<file path="src/rtl/sched_1r2wg_pkg.sv">
// Shared types and helpers for the 1R2W client arbiter: read-return tag,
// round-robin pick result and pointer wrap arithmetic.
package sched_1r2wg_pkg;

    localparam int DEF_NUMCLNT = 4;
    localparam int DEF_BITCLNT = 2;
    localparam int DEF_WIDTH   = 32;
    localparam int DEF_BITADDR = 13;
    localparam int DEF_RD_LAT  = 2;

    typedef struct packed {
        logic                   vld;
        logic [DEF_BITCLNT-1:0] id;
    } tag_t;

    typedef struct packed {
        logic                   found;
        logic [DEF_BITCLNT-1:0] idx;
    } pick_t;

    function automatic logic [DEF_BITCLNT-1:0] inc_wrap(input logic [DEF_BITCLNT-1:0] i);
        return (i == DEF_BITCLNT'(DEF_NUMCLNT - 1)) ? '0 : i + 1'b1;
    endfunction

    function automatic pick_t rr_first(input logic [DEF_NUMCLNT-1:0] req,
                                       input logic [DEF_BITCLNT-1:0] ptr);
        pick_t                  res;
        logic [DEF_BITCLNT-1:0] j;
        res = '0;
        j   = ptr;
        for (int k = 0; k < DEF_NUMCLNT; k++) begin
            if (!res.found && req[j]) begin
                res.found = 1'b1;
                res.idx   = j;
            end
            j = inc_wrap(j);
        end
        return res;
    endfunction

endpackage

</file>
<file path="src/rtl/sched_1r2wg_client_arb_rr_pick.sv">
// Combinational round-robin search: first set request bit at or after ptr,
// wrapping modulo NUMCLNT.
module rr_pick_n #(
    parameter int NUMCLNT = 4,
    parameter int BITCLNT = 2
) (
    input  logic [NUMCLNT-1:0] req,
    input  logic [BITCLNT-1:0] ptr,
    output logic               found,
    output logic [BITCLNT-1:0] idx
);

    logic [BITCLNT-1:0] j;

    always_comb begin
        found = 1'b0;
        idx   = '0;
        j     = ptr;
        for (int k = 0; k < NUMCLNT; k++) begin
            if (!found && req[j]) begin
                found = 1'b1;
                idx   = j;
            end
            j = (j == BITCLNT'(NUMCLNT - 1)) ? '0 : j + 1'b1;
        end
    end

endmodule

</file>
<file path="src/rtl/sched_1r2wg_client_arb.sv">
// Shares one 1R2W memory macro between NUMCLNT clients: round-robin grants,
// registered issue, and a tag pipe that routes read returns back to the issuer.
module sched_1r2wg_client_arb
    import sched_1r2wg_pkg::*;
#(
    parameter int NUMCLNT = DEF_NUMCLNT,
    parameter int BITCLNT = DEF_BITCLNT,
    parameter int WIDTH   = DEF_WIDTH,
    parameter int BITADDR = DEF_BITADDR,
    parameter int RD_LAT  = DEF_RD_LAT
) (
    input  logic                       clk,
    input  logic                       rst,
    input  logic [NUMCLNT-1:0]         cl_rd_req,
    input  logic [NUMCLNT*BITADDR-1:0] cl_rd_adr,
    output logic [NUMCLNT-1:0]         cl_rd_gnt,
    input  logic [NUMCLNT-1:0]         cl_wr_req,
    input  logic [NUMCLNT*BITADDR-1:0] cl_wr_adr,
    input  logic [NUMCLNT*WIDTH-1:0]   cl_wr_din,
    output logic [NUMCLNT-1:0]         cl_wr_gnt,
    output logic [NUMCLNT-1:0]         cl_rd_vld,
    output logic [WIDTH-1:0]           cl_rd_dout,
    output logic                       cl_rd_serr,
    output logic                       cl_rd_derr,
    output logic                       read,
    output logic [BITADDR-1:0]         rd_adr,
    output logic [1:0]                 write,
    output logic [2*BITADDR-1:0]       wr_adr,
    output logic [2*WIDTH-1:0]         din,
    input  logic                       ready,
    input  logic                       rd_vld,
    input  logic [WIDTH-1:0]           rd_dout,
    input  logic                       rd_serr,
    input  logic                       rd_derr,
    output logic                       err_orphan
);

    logic               arb_en;
    logic [NUMCLNT-1:0] rd_req_en;
    logic [NUMCLNT-1:0] wr_req_en;
    logic [NUMCLNT-1:0] wr_req_rest;
    logic               rd_found;
    logic               g0_found;
    logic               g1_found;
    logic               g1_ok;
    logic [BITCLNT-1:0] rd_idx;
    logic [BITCLNT-1:0] g0_idx;
    logic [BITCLNT-1:0] g1_idx;
    logic [BITCLNT-1:0] g1_ptr;
    logic [BITCLNT-1:0] rd_ptr;
    logic [BITCLNT-1:0] wr_ptr;
    logic [BITCLNT-1:0] rd_id;
    logic [BITADDR-1:0] g0_adr;
    logic [BITADDR-1:0] g1_adr;
    tag_t               tags [RD_LAT];
    tag_t               tail;

    assign arb_en    = ready & ~rst;
    assign rd_req_en = cl_rd_req & {NUMCLNT{arb_en}};
    assign wr_req_en = cl_wr_req & {NUMCLNT{arb_en}};

    rr_pick_n #(.NUMCLNT(NUMCLNT), .BITCLNT(BITCLNT)) u_rd_pick (
        .req   (rd_req_en),
        .ptr   (rd_ptr),
        .found (rd_found),
        .idx   (rd_idx)
    );

    rr_pick_n #(.NUMCLNT(NUMCLNT), .BITCLNT(BITCLNT)) u_wr_pick0 (
        .req   (wr_req_en),
        .ptr   (wr_ptr),
        .found (g0_found),
        .idx   (g0_idx)
    );

    // Nothing requests between wr_ptr and g0, so searching from g0+1 with g0
    // masked finds the next requester before wrapping back to wr_ptr.
    assign wr_req_rest = wr_req_en & ~(NUMCLNT'(1) << g0_idx);
    assign g1_ptr      = inc_wrap(g0_idx);

    rr_pick_n #(.NUMCLNT(NUMCLNT), .BITCLNT(BITCLNT)) u_wr_pick1 (
        .req   (wr_req_rest),
        .ptr   (g1_ptr),
        .found (g1_found),
        .idx   (g1_idx)
    );

    assign g0_adr = cl_wr_adr[g0_idx*BITADDR +: BITADDR];
    assign g1_adr = cl_wr_adr[g1_idx*BITADDR +: BITADDR];
    assign g1_ok  = g0_found & g1_found & (g1_adr != g0_adr);

    assign cl_rd_gnt = rd_found ? (NUMCLNT'(1) << rd_idx) : '0;
    assign cl_wr_gnt = (g0_found ? (NUMCLNT'(1) << g0_idx) : '0)
                     | (g1_ok    ? (NUMCLNT'(1) << g1_idx) : '0);

    always_ff @(posedge clk) begin
        if (rst) begin
            read   <= 1'b0;
            rd_adr <= '0;
            rd_id  <= '0;
            rd_ptr <= '0;
        end else begin
            read <= rd_found;
            if (rd_found) begin
                rd_adr <= cl_rd_adr[rd_idx*BITADDR +: BITADDR];
                rd_id  <= rd_idx;
                rd_ptr <= inc_wrap(rd_idx);
            end
        end
    end

    always_ff @(posedge clk) begin
        if (rst) begin
            write  <= 2'b00;
            wr_adr <= '0;
            din    <= '0;
            wr_ptr <= '0;
        end else begin
            write <= {g1_ok, g0_found};
            if (g0_found) begin
                wr_adr[0 +: BITADDR] <= g0_adr;
                din[0 +: WIDTH]      <= cl_wr_din[g0_idx*WIDTH +: WIDTH];
            end
            if (g1_ok) begin
                wr_adr[BITADDR +: BITADDR] <= g1_adr;
                din[WIDTH +: WIDTH]        <= cl_wr_din[g1_idx*WIDTH +: WIDTH];
                wr_ptr                     <= inc_wrap(g1_idx);
            end else if (g0_found) begin
                wr_ptr <= inc_wrap(g0_idx);
            end
        end
    end

    // Tags trail the issued read so the tail lines up with the macro's rd_vld.
    always_ff @(posedge clk) begin
        if (rst) begin
            for (int i = 0; i < RD_LAT; i++) begin
                tags[i] <= '0;
            end
        end else begin
            tags[0] <= '{vld: read, id: rd_id};
            for (int i = 1; i < RD_LAT; i++) begin
                tags[i] <= tags[i-1];
            end
        end
    end

    assign tail       = tags[RD_LAT-1];
    assign cl_rd_vld  = (rd_vld & tail.vld & ~rst) ? (NUMCLNT'(1) << tail.id) : '0;
    assign cl_rd_dout = rd_dout;
    assign cl_rd_serr = rd_serr;
    assign cl_rd_derr = rd_derr;

    always_ff @(posedge clk) begin
        if (rst) begin
            err_orphan <= 1'b0;
        end else if (rd_vld != tail.vld) begin
            err_orphan <= 1'b1;
        end
    end

endmodule
</file>
<file path="config.mk">
export PLATFORM = sky130hd
export DESIGN_NAME = sched_1r2wg_client_arb
export DESIGN_NICKNAME = d
export VERILOG_FILES = /design/src/rtl/sched_1r2wg_pkg.sv /design/src/rtl/sched_1r2wg_client_arb_rr_pick.sv /design/src/rtl/sched_1r2wg_client_arb.sv
export SDC_FILE = /design/constraint.sdc
export NUM_CORES = 1
export LEC_CHECK = 0
export ABC_AREA = 1
export CAP_MARGIN = 10
export CORE_ASPECT_RATIO = 1.5
export CORE_MARGIN = 3
export CORE_UTILIZATION = 30
export DETAILED_ROUTE_END_ITERATION = 8
export SETUP_SLACK_MARGIN = 0.15
export SLEW_MARGIN = 20
export SYNTH_ARGS = -nofsm -noshare
export SYNTH_HDL_FRONTEND = slang
export SYNTH_SLANG_ARGS = --single-unit
</file>
<file path="constraint.sdc">
create_clock -name clk -period 8.2 [get_ports clk]
set_clock_uncertainty 0.2 [all_clocks]
set_input_delay 1.64 -clock clk [delete_from_list [all_inputs] [get_ports clk]]
set_output_delay 1.64 -clock clk [all_outputs]
set_load 0.02 [all_outputs]
</file>
Yosys cells after proc, flatten, opt, wreduce, memory -nomap -nowiden
Memory sizes are Yosys's and may differ from the RTL's.
Cells that the tools add are included.
{"block": "totals", "ff_bits": 113, "mem_bits_rw": 6, "inputBits": 278, "out_inout_bits": 153, "word_cells": 165, "mem_count": 1}
{"name": "tags", "words": 2, "width": 3, "rd": 2, "rd_ports_with_merged_regs": 0, "wr": 2, "line_no": "sched_1r2wg_client_arb.sv:55", "rtl": "tag_t tags [RD_LAT];"}
{"block": "op_classes", "n_addsub": 12, "n_mul": 3, "magnitude_cmp": 12, "eq_ne": 14, "shifts": 9, "n_mux": 71, "bitwise_logic": 13, "n_reduce_logical": 19}
{"operator": "128-bit by 8-bit indexed part select with 32-bit output", "n": 2}
{"operator": "52-bit by 7-bit indexed part select with 13-bit output", "n": 3}
{"operator": "2-bit two-way mux", "n": 26}
{"operator": "2-bit by 3-bit < comparator with 1-bit output, second input constant", "n": 12}
{"operator": "1-bit two-way mux", "n": 27}
{"operator": "2-bit by 1-bit adder with 2-bit output, second input constant", "n": 12}
{"operator": "1-bit binary-select mux with 2-bit select", "n": 12}
{"operator": "2-bit == test, second input constant", "n": 12}
{"operator": "2-bit by 4-bit multiplier with 6-bit output, second input constant", "n": 3}
{"operator": "4-bit two-way mux", "n": 4}
{"operator": "1-bit by 2-bit left shift with 4-bit output, first input constant", "n": 4}
{"operator": "13-bit != test", "n": 1}
{"operator": "4-bit AND", "n": 3}
{"operator": "1-bit logical AND", "n": 9}
{"operator": "1-bit zero test", "n": 9}
{"operator": "3-bit two-way mux", "n": 2}
{"operator": "1-bit AND", "n": 5}
{"operator": "4-bit inverter", "n": 1}
{"operator": "4-bit bitwise OR", "n": 1}
{"operator": "1-bit bitwise OR", "n": 2}
{"operator": "2-bit nonzero test", "n": 1}
{"operator": "1-bit != test", "n": 1}
{"operator": "1-bit inverter", "n": 1}

Logic depth before layout (Yosys ltp)
Gate-level depths: netlist (run 1).
{"block": "logic_depth", "ltp_word": 36, "depth_mapped": 44, "depth_no_buf": 39}

Hierarchy
A second synthesis (run 1) with hierarchy kept.
{"block": "unflattened", "cells_unflattened": 1555, "area_unflattened_um2": 9192.6}
{"module": "sched_1r2wg_client_arb", "instances": 1, "cells_each": 1375, "area_per_inst_um2": 8261.7}
{"module": "rr_pick_n", "instances": 3, "cells_each": 60, "area_per_inst_um2": 310.3}

Least setup slack after synthesis (run 1)
No wires, ideal clock.
{"block": "synth_timing", "path_kind": "input to output", "startpoint": "in rst", "endpoint": "out cl_wr_gnt[3]", "arrival_ns": 6.321, "t_required_ns": 6.360, "setup_slack_ns": 0.039, "cell_stages": 40, "path_cell_list": "buf_4 > inv_4 > nand3_1 > inv_1 > nand2_1 > nand2_1 > inv_2 > nand2_2 > nand3_1 > nand3_1 > nand2_4 > nand2_4 > buf_6 > buf_2 > clkbuf_1 > clkbuf_1 > clkbuf_1 > ha_1 > [4 not listed] > nand2_4 > nor2_8 > nand2_1 > nand2_1 > a21oi_4 > buf_6 > nand3_1 > nand2_1 > nand2_1 > nand2_1 > nand3_1 > nor2_2 > nand2_2 > nand2_8 > inv_4 > buf_6 > nand2_1 > o21ai_1"}
{"block": "synth_between", "elab_chain_len": 36}
{"element": "start: declaration", "line_no": "sched_1r2wg_client_arb.sv:13", "rtl": "input logic rst,"}
{"element": "1-bit inverter *", "line_no": "sched_1r2wg_client_arb.sv:58", "rtl": "assign arb_en = ready & ~rst;"}
{"element": "1-bit AND *", "line_no": "sched_1r2wg_client_arb.sv:58"}
{"element": "4-bit AND *", "line_no": "sched_1r2wg_client_arb.sv:60", "rtl": "assign wr_req_en = cl_wr_req & {NUMCLNT{arb_en}};"}
{"element": "branches (longest 32 deep; another with 1-bit binary-select mux with 2-bit select)"}
{"element": "4-bit bitwise OR *", "line_no": "sched_1r2wg_client_arb.sv:94", "rtl": "| (g1_ok ? (NUMCLNT'(1) << g1_idx) : '0);"}
{"element": "end: declaration", "line_no": "sched_1r2wg_client_arb.sv:20", "rtl": "output logic [NUMCLNT-1:0] cl_wr_gnt,"}
Mark *: on every way between the ends. The select of a mux whose other input is x is not followed.

Final worst setup path (run 1)
{"block": "layout_timing", "startpoint": "in rst", "endpoint": "out cl_wr_gnt[2]"}
Same word-level chain as after synthesis.

==> metrics.cfg, run 1 <==
[clock_network]
clock_sinks = 119
cts_buffers = 17
htreeDepth = 4
path_clk_slew_ns = 0.06
cts_root_buf = clkbuf_16
cts_tree = built
postCtsHoldBufs = 0
insertion_delay_ns = 0.43
clock_path_buffers = 2

[global_routing]
met1_usage_pct = 24.28
grt_pass1_wl_mm = 59.98
grt_pass1_vias = 11110
grt_max_degree = 88
met2_usage_pct = 40.49
met3_usage_pct = 5.263
grt_use_total_pct = 22.64
grt_overflow = 0
antenna_found_initial = 6
grt_busiest_layer = met2

[timing]
hold_viol = 0
finalSetupViolCount = 0
max_freq_mhz = 131.1
worst_pin_slew_ns = 0.9753
tns_ns = 0
drv_slew = 0
rsz0062_at_grt = yes
slew_headroom_pct = 34.98
min_period_ns = 7.626
finalCritPeriodShare_pct = 92.99
holdWs_ns = 0.1980

[worst_setup_path]
critPathKind = in -> out
critPathSlowestCell = clkdlybuf4s50_1
end_kind = output port
max_stage_delay_ns = 0.53
path_delay_family = simple AND/OR/NAND/NOR gates
path_max_fanout = 16
required_ns = 6.36
path_buf_inv = 7
cp.arrival_ns = 5.79
critPathLaunchType = primary input
crit_path_frequent_cell = nand2_1

[routing]
postRouteWirelength_mm = 39.42
ant_nets = 0
firstDrtPassIters = 5
drc = 0
vias = 11340
vias_per_cell = 5.021
drt_iter0_drc = 540
wl_per_cell_um = 17.45

[layout]
layout_common_cells = clkdlybuf4s50_1 (357), nand2_1 (348), inv_1 (184), nor2_1 (160), o21ai_0 (135)
drive_gt1_share_pct = 8.890
fillers = 3235
ff_latch_area_um2 = 2382
multi_input_area_um2 = 5597
fin_area_um2 = 13890
syn2layout_area_growth_pct = 47.29
nets = 2138
final_common_cell = clkdlybuf4s50_1

[synth]
synth.avg_cell_area_um2 = 6.055
ys.warnings.count = 0
muxShareOfSynthArea_pct = 0
synth_top_area_share_pct = 25.27
synth_compound_gate_area_share_pct = 23.95
yosysTopAreaCell = dfxtp_1
seq_area_frac_synth_pct = 25.27
synth_top_family_by_area = simple AND/OR/NAND/NOR gates
ys_types = 43
synthTopCellsByArea = dfxtp_1 (25%), nand2_1 (14%), inv_1 (7.4%)
ys_ff_latch = 119
synth_fa_ha_area_share_pct = 1.991
synth_nets = 1850
syn-instance-count = 1557
netlist_area_um2 = 9428
synth_xor_area_share_pct = 0
synth-simple-area-share_pct = 32.75

[floorplanning]
boundaryPins = 431
die-area_um2 = 33630
fp-row-count = 78
fp.dieW_um = 150.7
core_um2 = 30640
start_util_pct = 30.77
die_y_um = 223.1

[placed_design]
gp_congestion = 0.9049
dpl.hpwl_mm = 29.06
place_area_um2 = 13170
io_buffers = 362

[job]
max-cap-violations = 0

[hold_path]
hp-class = reg -> reg

[status]
status = finished clean

[area by class of cell]
class / count / share of cell area (%)
clock inverters: 7 / 1.018
flip-flops and latches: 119 / 17.16
diodes: 3 / 0.05406
inverters: 195 / 5.307
repair buffers: 407 / 28.97
multi-input cells: 1105 / 40.30
well taps: 400 / 3.604
clock buffers: 23 / 3.586
[state kept, by name (all words and copies together) (netlist names)]
name / count
wr_adr: 26
rd_id: 2
read: 1
err_orphan: 1
write: 2
wr_ptr: 2
tags: 6
rd_ptr: 2
rd_adr: 13
din: 64
[through the flow]
step | setup slack, ns | std cells | util (%)
detailed placement | 0.02038 | 2225 | 42.96
global placement | 0.06972 | 2225 | 42.96
CTS | 0.3237 | 2255 | 45.07
finish | 0.5744 | 2259 | 45.31
global route | 0.1336 | 2259 | 45.31
floorplan | 0.2363 | 1557 | -
[synthesized netlist by cell type, drive strengths merged]
cell / number
a21boi: 1
nand3: 112
dfxtp: 119
nand2: 368
inv: 194
nor2: 204
o221ai: 32
a32oi: 23
and3: 1
nand3b: 4
o32ai: 8
o31ai: 1
nand4: 7
o311ai: 1
buf: 70
a21oi: 124
o21bai: 2
clkinv: 1
nor3: 4
o211ai: 15
ha: 15
o22ai: 5
o21ai: 175
or2: 2
o2111ai: 1
clkbuf: 68
[cell families after synthesis]
kind of cell | after synthesis
AOI/OAI and AO/OA | 388
and+or+nand+nor | 702
buffers and inverters | 333
DFF | 119
adders and majority gates | 15
[routing by layer]
metal / up-vias / routed length (um)
li1: 5655 / -
met1: 5134 / 14660
met2: 420 / 20010
met3: 128 / 2680
met4: 6 / 2037
met5: - / 32
[path summary, 6_finish.rpt]
kind / startpoint / end / slack (ns) / cells after the start
min: tags[0][2] / tags[0][5] / 0.20 / 2
min reg2reg: tags[0][2] / tags[0][5] / 0.20 / 2
max: rst / cl_wr_gnt[2] / 0.57 / 32
max reg2reg: wr_ptr[0] / din[48] / 2.97 / 30
[timing repair]
action / 4_1_cts / 5_1_grt
pin swaps: 0 / 4
setup endpoints to repair: 4 / 4
buffers inserted: 0 / 0
resized for setup: 6 / 22
gates cloned: 0 / 1
[worst reg2reg max path, delay by kind of cell, from the launching register on]
family                     cells  cell delay (ns)
AOI/OAI and AO/OA              4             0.84
and+or+nand+nor               19             2.02
DFF                            1             0.39
adders and majority gates      2             0.69
buffers and inverters          5             1.02
Power of run 1 is left out: the tool's default activity adds up to more than one toggle a clock period on the data nets, which glitch-free logic cannot reach.
==> run 2, diff against run 1 <==
--- a/config.mk
+++ b/config.mk
@@ -12,6 +12,7 @@
 export CORE_UTILIZATION = 30
 export DETAILED_ROUTE_END_ITERATION = 8
 export SETUP_SLACK_MARGIN = 0.15
+export SKIP_CTS_REPAIR_TIMING = 1
 export SLEW_MARGIN = 20
 export SYNTH_ARGS = -nofsm -noshare
 export SYNTH_HDL_FRONTEND = slang
==> run 2 against run 1 <==
Routed wire length barely moved. Flip-flop and latch count did not move. Hold slack improved by 0.00052 ns. Maximum frequency rose by 1.0%. Cell count rose by 0.13%. Sequential share of layout area barely moved. Core utilization rose by 0.069 points.
==> metrics.cfg, run 2 (same netlist as run 1, synthesis figures left out) <==
[status]
status = finished clean

[layout]
fillers = 3232
drive_gt1_share_pct = 8.876
largest_register_ffs = 64
final_cells = 2262
multi_input_area_um2 = 5599
largest-register = din
layout_common_cells = clkdlybuf4s50_1 (356), nand2_1 (348), inv_1 (184), nor2_1 (159), o21ai_0 (135)
nets = 2141
reg.largest.list = din: 64 flops, wr_adr: 26 flops, rd_adr: 13 flops
final_common_cell = clkdlybuf4s50_1
fin_util_pct = 45.38
ff_latch_area_um2 = 2382
syn2layout_area_growth_pct = 47.51

[clock_network]
path_clk_slew_ns = 0.06
htreeDepth = 4
clock_sinks = 119
cts_buffers = 17
insertion_delay_ns = 0.43
cts_root_buf = clkbuf_16
clock_path_buffers = 2
cts_tree = built

[timing]
hold_viol = 0
max_freq_mhz = 132.4
drv_slew = 0
slew_headroom_pct = 34.85
worst_pin_slew_ns = 0.9772
tns_ns = 0
min_period_ns = 7.550
finalCritPeriodShare_pct = 92.08
finalSetupViolCount = 0
rsz0062_at_grt = no
fin_ws_ns = 0.6496

[hold_path]
worstHoldPathCells = 2
min_from = tags[0][2]
hp-class = reg -> reg
hold_end = tags[0][5]

[routing]
vias_per_cell = 5.024
vias = 11360
postRouteWirelength_mm = 39.43
firstDrtPassIters = 5
ant_nets = 0
wl_per_cell_um = 17.43
drc = 0
drt_iter0_drc = 549

[worst_setup_path]
path_max_fanout = 24
crit_path_frequent_cell = nand2_1
critPathLaunchType = primary input
end_kind = output port
regToRegEndpoint = din[48]
required_ns = 6.36
r2r-start = wr_ptr[0]
max_stage_delay_ns = 0.52
reg2reg_slack_ns = 2.99
cp.arrival_ns = 5.71
critPathKind = in -> out
reg2reg_depth = 28
critPathSlowestCell = clkdlybuf4s50_1

[job]
max-cap-violations = 0

[global_routing]
antenna_found_initial = 6
met3_usage_pct = 5.263
grt_use_total_pct = 22.63
grt_max_degree = 88
grt_pass1_vias = 11100
grt_busiest_layer = met2
met2_usage_pct = 40.49
met1_usage_pct = 24.26
grt_pass1_wl_mm = 59.95
grt_overflow = 0

[placed_design]
gp_congestion = 0.9049
dpl.hpwl_mm = 29.06
placed_cells = 2225
io_buffers = 362
dp_slack_ns = 0.02038

[floorplanning]
fp.dieW_um = 150.7
core_um2 = 30640
boundaryPins = 431
fp-row-count = 78
die-area_um2 = 33630
start_util_pct = 30.77
die_y_um = 223.1

==> run 2: cell type report <==
| class | instances | share of cell area, % |
|---|---|---|
| inverters | 195 | 5.299 |
| clock inverters | 7 | 1.017 |
| diodes | 3 | 0.05398 |
| well taps | 400 | 3.599 |
| clock buffers | 23 | 3.581 |
| flip-flops and latches | 119 | 17.13 |
| multi-input cells | 1107 | 40.26 |
| repair buffers | 408 | 29.06 |
==> run 2: worst max-delay path: cells and delay by family <==
family	cells	cell delay (ns)
fa+ha+maj	1	0.24
simple gates	21	2.20
compound gates	2	0.46
buf+inv	5	1.14
==> run 2: worst max path at each step <==
stage,startpoint,to,depth (start not counted)
3_3_place_gp,ready,cl_wr_gnt[3],32
3_5_place_dp,ready,cl_wr_gnt[3],32
5_1_grt,cl_wr_req[1],cl_wr_gnt[1],30
4_1_cts,ready,cl_wr_gnt[3],34
6_report,cl_wr_req[1],cl_wr_gnt[2],29
2_1_floorplan,rst,cl_wr_gnt[3],40
==> run 2: metal layers <==
metal  share of wire (%)  vias up  wire length, um
li1                    -     5667                -
met1                  38     5149            14800
met2                  51      422            20120
met3                 6.4      120             2533
met4                 4.9        6             1943
met5               0.081        -               32
==> run 2: through the flow <==
step	hold WS (ns)	area, um^2
after floorplan	0.1883	9430
after global placement	0.1943	13170
after detailed placement	0.1943	13170
after CTS	0.2023	13800
after global routing	0.2108	13910
final	0.1985	13910
Power of run 2 is left out for the same reason.
